**config.mk**
```make
export PLATFORM = sky130hd
export DESIGN_NAME = controle_multiciclo
export DESIGN_NICKNAME = d
export VERILOG_FILES = /design/src/rtl/controle_multiciclo.sv
export SDC_FILE = /design/constraint.sdc
export NUM_CORES = 1
export LEC_CHECK = 0
export BUFFER_PORTS_ARGS = -buffer_cell sky130_fd_sc_hd__buf_4
export CORE_MARGIN = 3
export CORE_UTILIZATION = 57
export CTS_CLUSTER_SIZE = 25
export DETAILED_ROUTE_END_ITERATION = 7
export GPL_TIMING_DRIVEN = 0
export PLACE_DENSITY = 0.82
export SYNTH_ARGS = -nofsm -noshare
export SYNTH_HDL_FRONTEND = slang
export SYNTH_SLANG_ARGS = --single-unit
```
**constraint.sdc**
```tcl
create_clock -name Clk -period 3.1 [get_ports Clk]
set_clock_uncertainty 0.05 [all_clocks]
set_input_delay 0 -clock Clk [delete_from_list [all_inputs] [get_ports Clk]]
set_output_delay 0 -clock Clk [all_outputs]
set_load 0.05 [all_outputs]
```
**src/rtl/controle_multiciclo.sv**
```systemverilog
// Multi-cycle control FSM for the CALC accumulator datapath (FETCH/DECODE/EXEC/MEM/WB/HALT).
// Define CALC_STEP_EN to add the single-step Step input that gates FETCH.
module controle_multiciclo #(
    parameter int unsigned MEM_WAIT = 1,
    parameter int unsigned CNT_W    = 16
) (
    input  logic             Clk,
    input  logic             Reset,
`ifdef CALC_STEP_EN
    input  logic             Step,
`endif
    input  logic [2:0]       OpCode,
    output logic             IREsc,
    output logic             PCEsc,
    output logic             MemEn,
    output logic             MemOp,
    output logic             RegEsc,
    output logic             FonteEscrita,
    output logic             MemtoReg,
    output logic [3:0]       ALUCode,
    output logic             Clear,
    output logic             Stop,
    output logic [2:0]       Estado,
    output logic [CNT_W-1:0] NumInstr
);

    typedef enum logic [2:0] {
        StFetch  = 3'd0,
        StDecode = 3'd1,
        StExec   = 3'd2,
        StMem    = 3'd3,
        StWb     = 3'd4,
        StHalt   = 3'd5
    } estado_t;

    localparam logic [2:0] OpLoad  = 3'b100;
    localparam logic [2:0] OpStore = 3'b101;
    localparam logic [2:0] OpClr   = 3'b110;
    localparam logic [2:0] OpHalt  = 3'b111;
    localparam logic [3:0] MemWaitInit = 4'(MEM_WAIT);

    estado_t          state, nextState;
    logic [2:0]       opR, opRNext;
    logic [3:0]       waitCnt, waitNext;
    logic [CNT_W-1:0] numInstrQ;
    logic             retire;
    logic             fetchGo;

`ifdef CALC_STEP_EN
    assign fetchGo = Step;
`else
    assign fetchGo = 1'b1;
`endif

    always_ff @(posedge Clk) begin
        if (Reset) begin
            state     <= StFetch;
            opR       <= 3'b000;
            waitCnt   <= 4'd0;
            numInstrQ <= '0;
        end else begin
            state   <= nextState;
            opR     <= opRNext;
            waitCnt <= waitNext;
            if (retire) begin
                numInstrQ <= numInstrQ + CNT_W'(1);
            end
        end
    end

    always_comb begin
        nextState    = state;
        opRNext      = opR;
        waitNext     = waitCnt;
        retire       = 1'b0;
        IREsc        = 1'b0;
        PCEsc        = 1'b0;
        MemEn        = 1'b0;
        MemOp        = 1'b0;
        RegEsc       = 1'b0;
        FonteEscrita = 1'b0;
        MemtoReg     = 1'b0;
        ALUCode      = 4'b0000;
        Clear        = 1'b0;
        Stop         = 1'b0;

        case (state)
            StFetch: begin
                if (fetchGo) begin
                    IREsc     = 1'b1;
                    PCEsc     = 1'b1;
                    nextState = StDecode;
                end
            end
            StDecode: begin
                opRNext = OpCode;
                if (!OpCode[2]) begin
                    nextState = StExec;
                end else if (OpCode == OpHalt) begin
                    nextState = StHalt;
                    retire    = 1'b1;
                end else begin
                    nextState = StMem;
                    waitNext  = MemWaitInit;
                end
            end
            StExec: begin
                ALUCode   = {2'b00, opR[1:0]};
                nextState = StWb;
            end
            StMem: begin
                MemEn = (opR != OpClr);
                MemOp = (opR == OpStore);
                Clear = (opR == OpClr);
                // Exit on the cycle the counter reads zero: MEM lasts MEM_WAIT+1 cycles.
                if (waitCnt == 4'd0) begin
                    if (opR == OpLoad) begin
                        nextState = StWb;
                    end else begin
                        nextState = StFetch;
                        retire    = 1'b1;
                    end
                end else begin
                    waitNext = waitCnt - 4'd1;
                end
            end
            StWb: begin
                RegEsc = 1'b1;
                if (!opR[2]) begin
                    ALUCode = {2'b00, opR[1:0]};
                end else begin
                    FonteEscrita = 1'b1;
                    MemtoReg     = 1'b1;
                end
                nextState = StFetch;
                retire    = 1'b1;
            end
            StHalt: begin
                Stop = 1'b1;
            end
            default: begin
                nextState = StFetch;
            end
        endcase

        // Reset masks every strobe combinationally, not just from the next edge.
        if (Reset) begin
            IREsc        = 1'b0;
            PCEsc        = 1'b0;
            MemEn        = 1'b0;
            MemOp        = 1'b0;
            RegEsc       = 1'b0;
            FonteEscrita = 1'b0;
            MemtoReg     = 1'b0;
            ALUCode      = 4'b0000;
            Clear        = 1'b0;
            Stop         = 1'b0;
        end
    end

    assign Estado   = Reset ? 3'd0 : state;
    assign NumInstr = numInstrQ;

endmodule

```
==> results.ini, run 1 <==
[clocking]
cts.clk_slew.worst_paths_ns = 0.15
clock-sinks = 26
clock_latency_ns = 0.33
post-cts-setup-buffers = 0
htree_levels = 1
numCtsBuffers = 3
cts_tree = built
clockBufferDepth = 2
root_buffer = clkbuf_4

[grt]
grt_overflow_total = 0
grt_max_degree = 15
grt_pass1_vias = 1441
antenna_found_initial = 0
gr-usage-all-layers_pct = 23.4
grt_first_pass_wirelength_um = 6330

[floorplanning]
die_area_um2 = 3510
io_pins = 37
die_h_um = 59.3
design.core.area_um2 = 2590
die_w_um = 59.3
rows = 18
initial_core_util_pct = 62.4

[sta]
hold_viol = 0
maxSlewHeadroom_pct = 64.1
fmax_ghz = 0.425
rsz0062_at_grt = false
timing.final.crit_share_pct = 76.0
min_period_ns = 2.35
report.final.slew_viol_count = 0
setup_viol = 0
finalSetupTns_ns = 0
tightest_slew_ns = 0.538

[worst_setup_path]
r2r-start = waitCnt[0]
cp_num_cells = 6
cp_cell_sequence = inv_1 -> ha_1 -> nor3b_1 -> nand3_2 -> a2111oi_1 -> mux2_1
reg2reg_to = NumInstr[9]
ff2ff_path_depth = 6
critPathBufInv = 1
cp-endpoint = NumInstr[9]
arrival_ns = 2.53
cp.required_ns = 3.28
crit_fanout = 6
crit_path_end_kind = flop
crit_family = simple AND/OR/NAND/NOR gates
start_kind = flop
cp_slowest_stage_delay_ns = 0.50
slowest_stage = a2111oi_1
startpoint = waitCnt[0]
reg2reg_slack_ns = 0.75
criticalPathCategory = reg2reg

[synth]
yosysMostFrequentCell = dfxtp_1
async_flop_share_pct = 0
synth_seq_area_share_pct = 32.2
syn_area_um2 = 1620
synth.avg_cell_area_um2 = 8.46
yosys-top-cells-area = dfxtp_1, nor2b_1, mux2_1
ys_top_cells_by_count = dfxtp_1, nor2_1, nor2b_1
syn_inst = 191
synth_top_area_share_pct = 32.2
synthFlopType = dfxtp_1
yosys_warnings = 0
ys_ff_latch = 26
synth_edf_count = 0
ys_types = 47
synth.largest_area_cell = dfxtp_1

[power]
p_sw_mw = 0.237
switching_share_pct = 32.9
p_per_area_nw_per_um2 = 362
clock_power_share_pct = 24.7
ir_worst_vdd_mv = 0.336
combPwrFrac_pct = 25.3
power.leakage_nw = 0.824
pwr-share-seq_pct = 49.9
p_int_mw = 0.483

[layout]
final_core_utilization_pct = 76.8
drive_gt1_share_pct = 26.9
fillCellCount = 197
nets = 243
insertedDiodeCount = 0
area_delta_synth_final_pct = 23.1

[placement]
port_buffers = 34
hpwlAfterDp_um = 2770
gp_congestion = 0.814

[run_status]
status = completed

[hold_path]
hp-start = OpCode[2]
hp-class = in2reg

[run]
drv_cap = 0

[routing]
wl_um = 3690
avgViaCountPerCell = 5.76
wire_per_inst_um = 14.0
drt_iter0_markers = 58
drc_errors = 0
via_count = 1521
firstDrtPassIters = 4
antenna_left = 0

-- cells by family (layout without fill, tap and decap cells) --
group | after synthesis | after routing | share of synthesized area, %
flip-flops | 26 | 26 | 32.2
AO/OA/AOI/OAI | 32 | 32 | 14.5
other | 1 | 2 | 0.232
buffers and inverters | 19 | 61 | 6.27
XOR/XNOR | 2 | 2 | 1.08
AND/OR/NAND/NOR | 92 | 92 | 32.4
multiplexers | 16 | 16 | 11.0
adder cells (fa/ha/maj) | 3 | 3 | 2.32
-- power groups by stage --
stage                     sequential [mW]  clock (mW)  combinational, mW
after floorplan                     0.371           0              0.129
final                               0.359       0.178              0.182
after global placement              0.365           0              0.174
after CTS                           0.359       0.182              0.182
after detailed placement            0.367           0              0.177
after global routing                0.362       0.192              0.198
-- worst min-delay path by stage --
stage | endpoint | slack (ns) | depth (start not counted)
after global routing | opR[2] | 0.46 | 4
after detailed placement | opR[1] | 0.22 | 3
after global placement | opR[0] | 0.21 | 3
after CTS | opR[0] | 0.42 | 4
after floorplan | opR[0] | 0.09 | 2
final | opR[2] | 0.42 | 4
-- per-layer routing --
metal	global-route usage, %	vias to the layer above	routed length (µm)
met3	2.40	5	193
li1	-	767	-
met2	39.6	43	1680
met1	30.7	706	1770
met5	0	-	0
met4	8.09	0	46
-- flip-flops by register name, indices dropped and copies added (netlist names) --
name	flops
NumInstr	16
waitCnt	4
opR	3
state	3
-- layout by cell type, fill, tap and decap left out, drive strengths merged, types with 3 or more instances in the layout --
| cell type | netlist | final |
|---|---|---|
| buf | 10 | 44 |
| mux2 | 14 | 14 |
| nor3 | 9 | 9 |
| and2 | 3 | 3 |
| a211oi | 6 | 6 |
| and3 | 3 | 3 |
| nand3 | 9 | 9 |
| nor2b | 18 | 18 |
| o21ai | 3 | 3 |
| inv | 5 | 5 |
| ha | 3 | 3 |
| nor3b | 4 | 4 |
| nor4 | 3 | 3 |
| dlygate4sd3 | 0 | 4 |
| dfxtp | 26 | 26 |
| a2111oi | 5 | 5 |
| nand4 | 3 | 3 |
| a21oi | 11 | 11 |
| nor2 | 21 | 21 |
| nand2 | 8 | 8 |
| clkbuf | 4 | 8 |
-- worst register-to-register path: stages, from the launching register on --
cell and delay [ns]:
dfxtp_1 0.36, inv_1 0.09, ha_1 0.16, nor3b_1 0.47
nand3_2 0.26, a2111oi_1 0.50, mux2_1 0.37
-- layout make-up --
class                           count  area [µm²]  share of cell area (%)
Buffer                             14        82.6                    4.15
Clock buffer                        4        36.3                    1.82
Inverter                            5        18.8                   0.943
Multi-Input combinational cell    147         998                    50.2
Sequential cell                    26         520                    26.2
Tap cell                           30        37.5                    1.89
Timing Repair Buffer               38         295                    14.8
-- what timing repair did --
item | CTS | global route
hold buffers | 4 | 0
gates resized for setup | 0 | 0
endpoints found under the hold margin | 6 | 0
-- per-stage QoR --
step                      cell area [µm²]  cells  hold slack (ns)  power (mW)  setup slack (ns)
after floorplan                      1620    192           0.0886       0.499             0.451
after global placement               1910    256            0.206       0.539             0.846
after detailed placement             1910    256            0.224       0.544             0.798
after CTS                            1990    264            0.421       0.722             0.780
after global routing                 1990    264            0.456       0.751             0.563
final                                1990    264            0.425       0.720             0.745
No activity file was read; power rests on OpenSTA's default activity.
==> inputs of run 2 (changes only) <==
Settings changed: CORE_UTILIZATION 57 to 48, PLACE_DENSITY 0.82 to 0.73.
Clock period 3.1 ns to 2.15 ns, I/O delays scaled along.
==> run 2 against run 1 <==
  * Register-to-register slack lost 0.65 ns
  * Sequential power grew 45%
  * Clock power grew 96%
  * Worst hold slack lost 0.022 ns
  * Clock-buffer cell count shrank 1
  * Highest routed layer unchanged
  * Critical path type unchanged
  * Sequential share of layout area shrank 1.1 points
  * Largest cell class unchanged
  * Critical path depth is the same
  * Global-route usage shrank 2.5 points
  * Non-clock buffer count is the same
==> results.ini, run 2 (synthesized netlist as in run 1, its figures left out) <==
[layout]
final_common_cell = buf_4
largest_reg_flops = 16
insertedDiodeCount = 0
layout_common_cells = buf_4, dfxtp_1, nor2_1
drive_gt1_share_pct = 30.8
area_delta_synth_final_pct = 28.7
nets = 243

[clocking]
clockBufferDepth = 2
htree_levels = 1
cts_tree = built
numCtsBuffers = 3
clock_latency_ns = 0.33
cts.clk_slew.worst_paths_ns = 0.15
clock-sinks = 26
post-cts-setup-buffers = 0
root_buffer = clkbuf_4

[routing]
firstDrtPassIters = 4
avgViaCountPerCell = 5.59
antenna_left = 0
drc_errors = 0
drt_iter0_markers = 108
wl_um = 4130
wire_per_inst_um = 14.9
via_count = 1553

[power]
ir_worst_vdd_mv = 0.343
p_per_area_nw_per_um2 = 551
power.leakage_nw = 0.843

[sta]
report.final.slew_viol_count = 0
finalSetupTns_ns = 0
min_period_ns = 2.06
setup_viol = 0
holdWs_ns = 0.403
maxSlewHeadroom_pct = 62.1
timing.final.crit_share_pct = 95.7
hold_viol = 0
rsz0062_at_grt = true
fmax_ghz = 0.486
tightest_slew_ns = 0.568
worst_slack_ns = 0.0919

[floorplanning]
initial_core_util_pct = 51.7
die_h_um = 64.0
io_pins = 37
die_w_um = 64.0
design.core.area_um2 = 3130
die_area_um2 = 4100
rows = 20

[worst_setup_path]
arrival_ns = 2.25
crit_path_end_kind = flop
cp.required_ns = 2.34
criticalPathCategory = reg2reg
startpoint = waitCnt[0]
r2r-start = waitCnt[0]
ff2ff_path_depth = 6
crit_fanout = 6
start_kind = flop

[hold_path]
hp-start = OpCode[0]
holdPathStages = 4
hp-class = in2reg

[placement]
port_buffers = 34
gp_congestion = 0.859
hpwlAfterDp_um = 3010
place_worst_setup_slack_ns = -0.165

[grt]
gr-usage-all-layers_pct = 20.9
grt_pass1_vias = 1489
grt_max_degree = 16
grt_first_pass_wirelength_um = 6890
antenna_found_initial = 0
grt_overflow_total = 0

[run]
drv_cap = 0

[run_status]
status = completed

run 2: cell types whose count changed in the layout (fill, tap and decap cells not counted), sizes merged:
cell and change:
bufinv +1, clkbuf -1
run 2: metal layers:
metal,vias to the layer above,track usage [%],part of all wire [%]
met5,-,0,0
met4,0,8.09,1.8
met3,7,2.64,3.4
met2,42,37.3,50
met1,738,25.3,44
li1,766,-,-
run 2: layout make-up:
cell class / count / area, µm²
buffer: 14 / 82.6
tap: 44 / 55.1
sequential: 26 / 522
inverter: 5 / 18.8
multi-input combinational: 147 / 1050
fill: 273 / 1050
clock buffer: 3 / 22.5
timing repair buffer: 38 / 295
clock inverter: 1 / 30.0
run 2: final timing paths:
check        slack [ns]            to
min                0.40        opR[0]
max reg2reg        0.09  NumInstr[11]
min reg2reg        0.48    waitCnt[0]
max                0.09  NumInstr[11]
run 2: power breakdown:
part / leakage [nW] / internal, mW / total (mW) / switching [mW]
clock: 0.0279 / 0.189 / 0.349 / 0.160
combinational: 0.604 / 0.0995 / 0.280 / 0.180
sequential: 0.211 / 0.499 / 0.519 / 0.0195
total: 0.843 / 0.788 / 1.15 / 0.360
run 2: what timing repair did:
action                                 CTS  global route
setup endpoints to repair               13            10
hold buffers                             4             0
resized for setup                        1             4
pin swaps                                0             0
endpoints found under the hold margin    6             0
run 2: stage by stage:
step	total power, mW	cells	area, µm²	util [%]
global route	1.19	278	2080	66.5
floorplan	0.727	192	1650	-
global placement	0.786	270	1960	62.7
finish	1.15	278	2080	66.5
CTS	1.14	278	2060	65.8
detailed placement	0.793	270	1960	62.7
run 2: critical path: stages (launching register included):
cell	delay, ns
dfxtp_1	0.37
inv_1	0.09
ha_1	0.17
nor3b_4	0.29
nand3_4	0.16
a2111oi_1	0.47
mux2_1	0.36
==> inputs of run 3 (changes only) <==
Settings changed: ABC_AREA set to 1, GPL_ROUTABILITY_DRIVEN set to 0, PLACE_DENSITY 0.73 to 0.77.
==> run 3 against run 2 <==
  * Area after synthesis shrank 1.4%
  * Synthesized cell count is 30% higher
  * Worst hold slack got worse by 0.38 ns
  * Sequential cell count did not move
  * Largest power group unchanged
  * Critical path type unchanged
  * Via count increased by 5.9%
  * Clock power decreased by 28%
==> results.ini, run 3 <==
[synth]
synth_top_area_share_pct = 32.7
yosysMostFrequentCell = nand2_1
ys_ff_latch = 26
ys_types = 28
synth_seq_area_share_pct = 32.7
synthFlopType = dfxtp_1
yosys_warnings = 0
syn_inst = 249
synth_edf_count = 0
ys_top_cells_by_count = nand2_1, nor2_1, dfxtp_1
async_flop_share_pct = 0
yosys-top-cells-area = dfxtp_1, nand2_1, nor2_1
synth.largest_area_cell = dfxtp_1
syn_area_um2 = 1590
synth.avg_cell_area_um2 = 6.40

[power]
pwr-share-seq_pct = 47.2
p_int_mw = 0.734
combPwrFrac_pct = 31.1
switching_share_pct = 36.3
finalPower_mw = 1.15
p_per_area_nw_per_um2 = 585
power.leakage_nw = 0.810
ir_worst_vdd_mv = 0.478
p_sw_mw = 0.419
clock_power_share_pct = 21.7

[placement]
dp.cells = 327
hpwlAfterDp_um = 2770
port_buffers = 33
placed_area_um2 = 1910

[layout]
regArea_um2 = 520
multiInputGateArea_um2 = 912
finalNonFillerCells = 334
area_delta_synth_final_pct = 23.7
fin_area_um2 = 1970
fillCellCount = 313
insertedDiodeCount = 0
layout_common_cells = nand2_1, nor2_1, buf_4
drive_gt1_share_pct = 21.7
largest_reg_flops = 16
final_common_cell = nand2_1
nets = 299

[floorplanning]
die_area_um2 = 4050
design.core.area_um2 = 3100
die_w_um = 63.6
initial_core_util_pct = 51.4
rows = 20
io_pins = 37
die_h_um = 63.6

[worst_setup_path]
startpoint = NumInstr[0]
ff2ff_path_depth = 7
crit_fanout = 8
cp_slowest_stage_delay_ns = 0.49
crit_family = simple AND/OR/NAND/NOR gates
r2r-start = NumInstr[0]
criticalPathCategory = reg2reg
crit_path_frequent_cell = nand2_1
arrival_ns = 1.98
crit_path_end_kind = flop
cp-endpoint = NumInstr[8]
start_kind = flop
critPathBufInv = 0
cp_num_cells = 7
slowest_stage = dfxtp_1
cp.required_ns = 2.37
cp_cell_sequence = ha_1 -> nand2_1 -> nor2_1 -> nand2_1 -> xnor2_1 -> nand2_1 -> a21oi_1
reg2reg_slack_ns = 0.39
reg2reg_to = NumInstr[8]

[sta]
rsz0062_at_grt = false
holdWs_ns = 0.0223
fmax_ghz = 0.569
min_period_ns = 1.76
timing.final.crit_share_pct = 81.7
report.final.slew_viol_count = 0
maxSlewHeadroom_pct = 63.8
finalSetupTns_ns = 0
setup_viol = 0
tightest_slew_ns = 0.543
hold_viol = 0

[clocking]
cts_tree = built
clockBufferDepth = 2
cts.clk_slew.worst_paths_ns = 0.14
htree_levels = 1
root_buffer = clkbuf_4
clock-sinks = 26
cts_resized = 0
numCtsBuffers = 3
clock_latency_ns = 0.33

[routing]
antenna_left = 0
drc_errors = 0
drt_iter0_markers = 102
wl_um = 3650
firstDrtPassIters = 4
avgViaCountPerCell = 4.92
via_count = 1644
wire_per_inst_um = 10.9

[run]
drv_cap = 0

[grt]
grt_first_pass_wirelength_um = 6290
antenna_found_initial = 0
grt_pass1_vias = 1458
grt_max_degree = 15
grt_overflow_total = 0
gr-usage-all-layers_pct = 19.1

[hold_path]
hp-class = in2reg
holdPathStages = 2

[run_status]
status = completed

[run 3: cell count changes after synthesis, moves of 6 or more]
cell / previous run / this run
inv_1: 5 / 21
nand2_1: 8 / 71
nand3_1: 8 / 16
a21oi_1: 10 / 17
a211oi_1: 6 / 0
nor2_1: 21 / 39
nor2b_1: 18 / 0
nand2_2: 0 / 6
mux2_1: 9 / 0
[run 3: cell type report]
class                   count  area share (%)
repair buffers             36            14.1
inverters                  24            4.57
multi-input cells         190            46.3
clock buffers               4            1.84
well taps                  44            2.79
flip-flops and latches     26            26.4
plain buffers              10            4.06
[run 3: cell families after synthesis]
family	Yosys count	synth area share (%)
flip-flops	26	32.7
buffers and inverters	34	10.7
other	1	0.235
adder cells (fa/ha/maj)	3	2.36
AO/OA/AOI/OAI	30	10.8
XOR/XNOR	4	2.20
AND/OR/NAND/NOR	151	41.1
[run 3: worst min-delay path by stage]
stage,end,from,slack (ns)
finish,NumInstr[13],Reset,0.02
CTS,NumInstr[13],Reset,0.01
detailed placement,opR[2],OpCode[2],0.27
floorplan,opR[2],OpCode[2],0.11
global placement,opR[2],OpCode[2],0.26
global route,NumInstr[13],Reset,0.03
[run 3: layer usage]
layer	global-route usage [%]	share of wire [%]	vias up
li1	-	-	877
met1	22.4	44	730
met5	0	0	-
met2	34.7	51	35
met4	5.12	0.47	0
met3	4.28	4.7	2
[run 3: worst reg2reg max path, stage by stage (launching register included)]
cell     delay, ns
dfxtp_1       0.49
ha_1          0.29
nand2_1       0.09
nor2_1        0.31
nand2_1       0.12
xnor2_1       0.14
nand2_1       0.08
a21oi_1       0.13
[run 3: power groups by stage]
stage          registers [mW]  clock network [mW]  logic (mW)
2_1_floorplan           0.569                   0       0.257
3_3_place_gp            0.553                   0       0.354
3_5_place_dp            0.555                   0       0.356
4_1_cts                 0.544               0.259       0.363
5_1_grt                 0.549               0.276       0.395
6_report                0.544               0.250       0.359
[run 3: stage by stage]
step | util, % | setup WS [ns]
4_1_cts | 63.5 | 0.362
5_1_grt | 63.5 | 0.174
6_report | 63.5 | 0.393
2_1_floorplan | - | 0.167
3_3_place_gp | 61.4 | 0.479
3_5_place_dp | 61.4 | 0.421
[run 3: timing repair]
| action | in CTS | in global routing |
|---|---|---|
| hold buffers | 3 | 0 |
| buffers inserted | 0 | 0 |
| endpoints found under the hold margin | 4 | 0 |
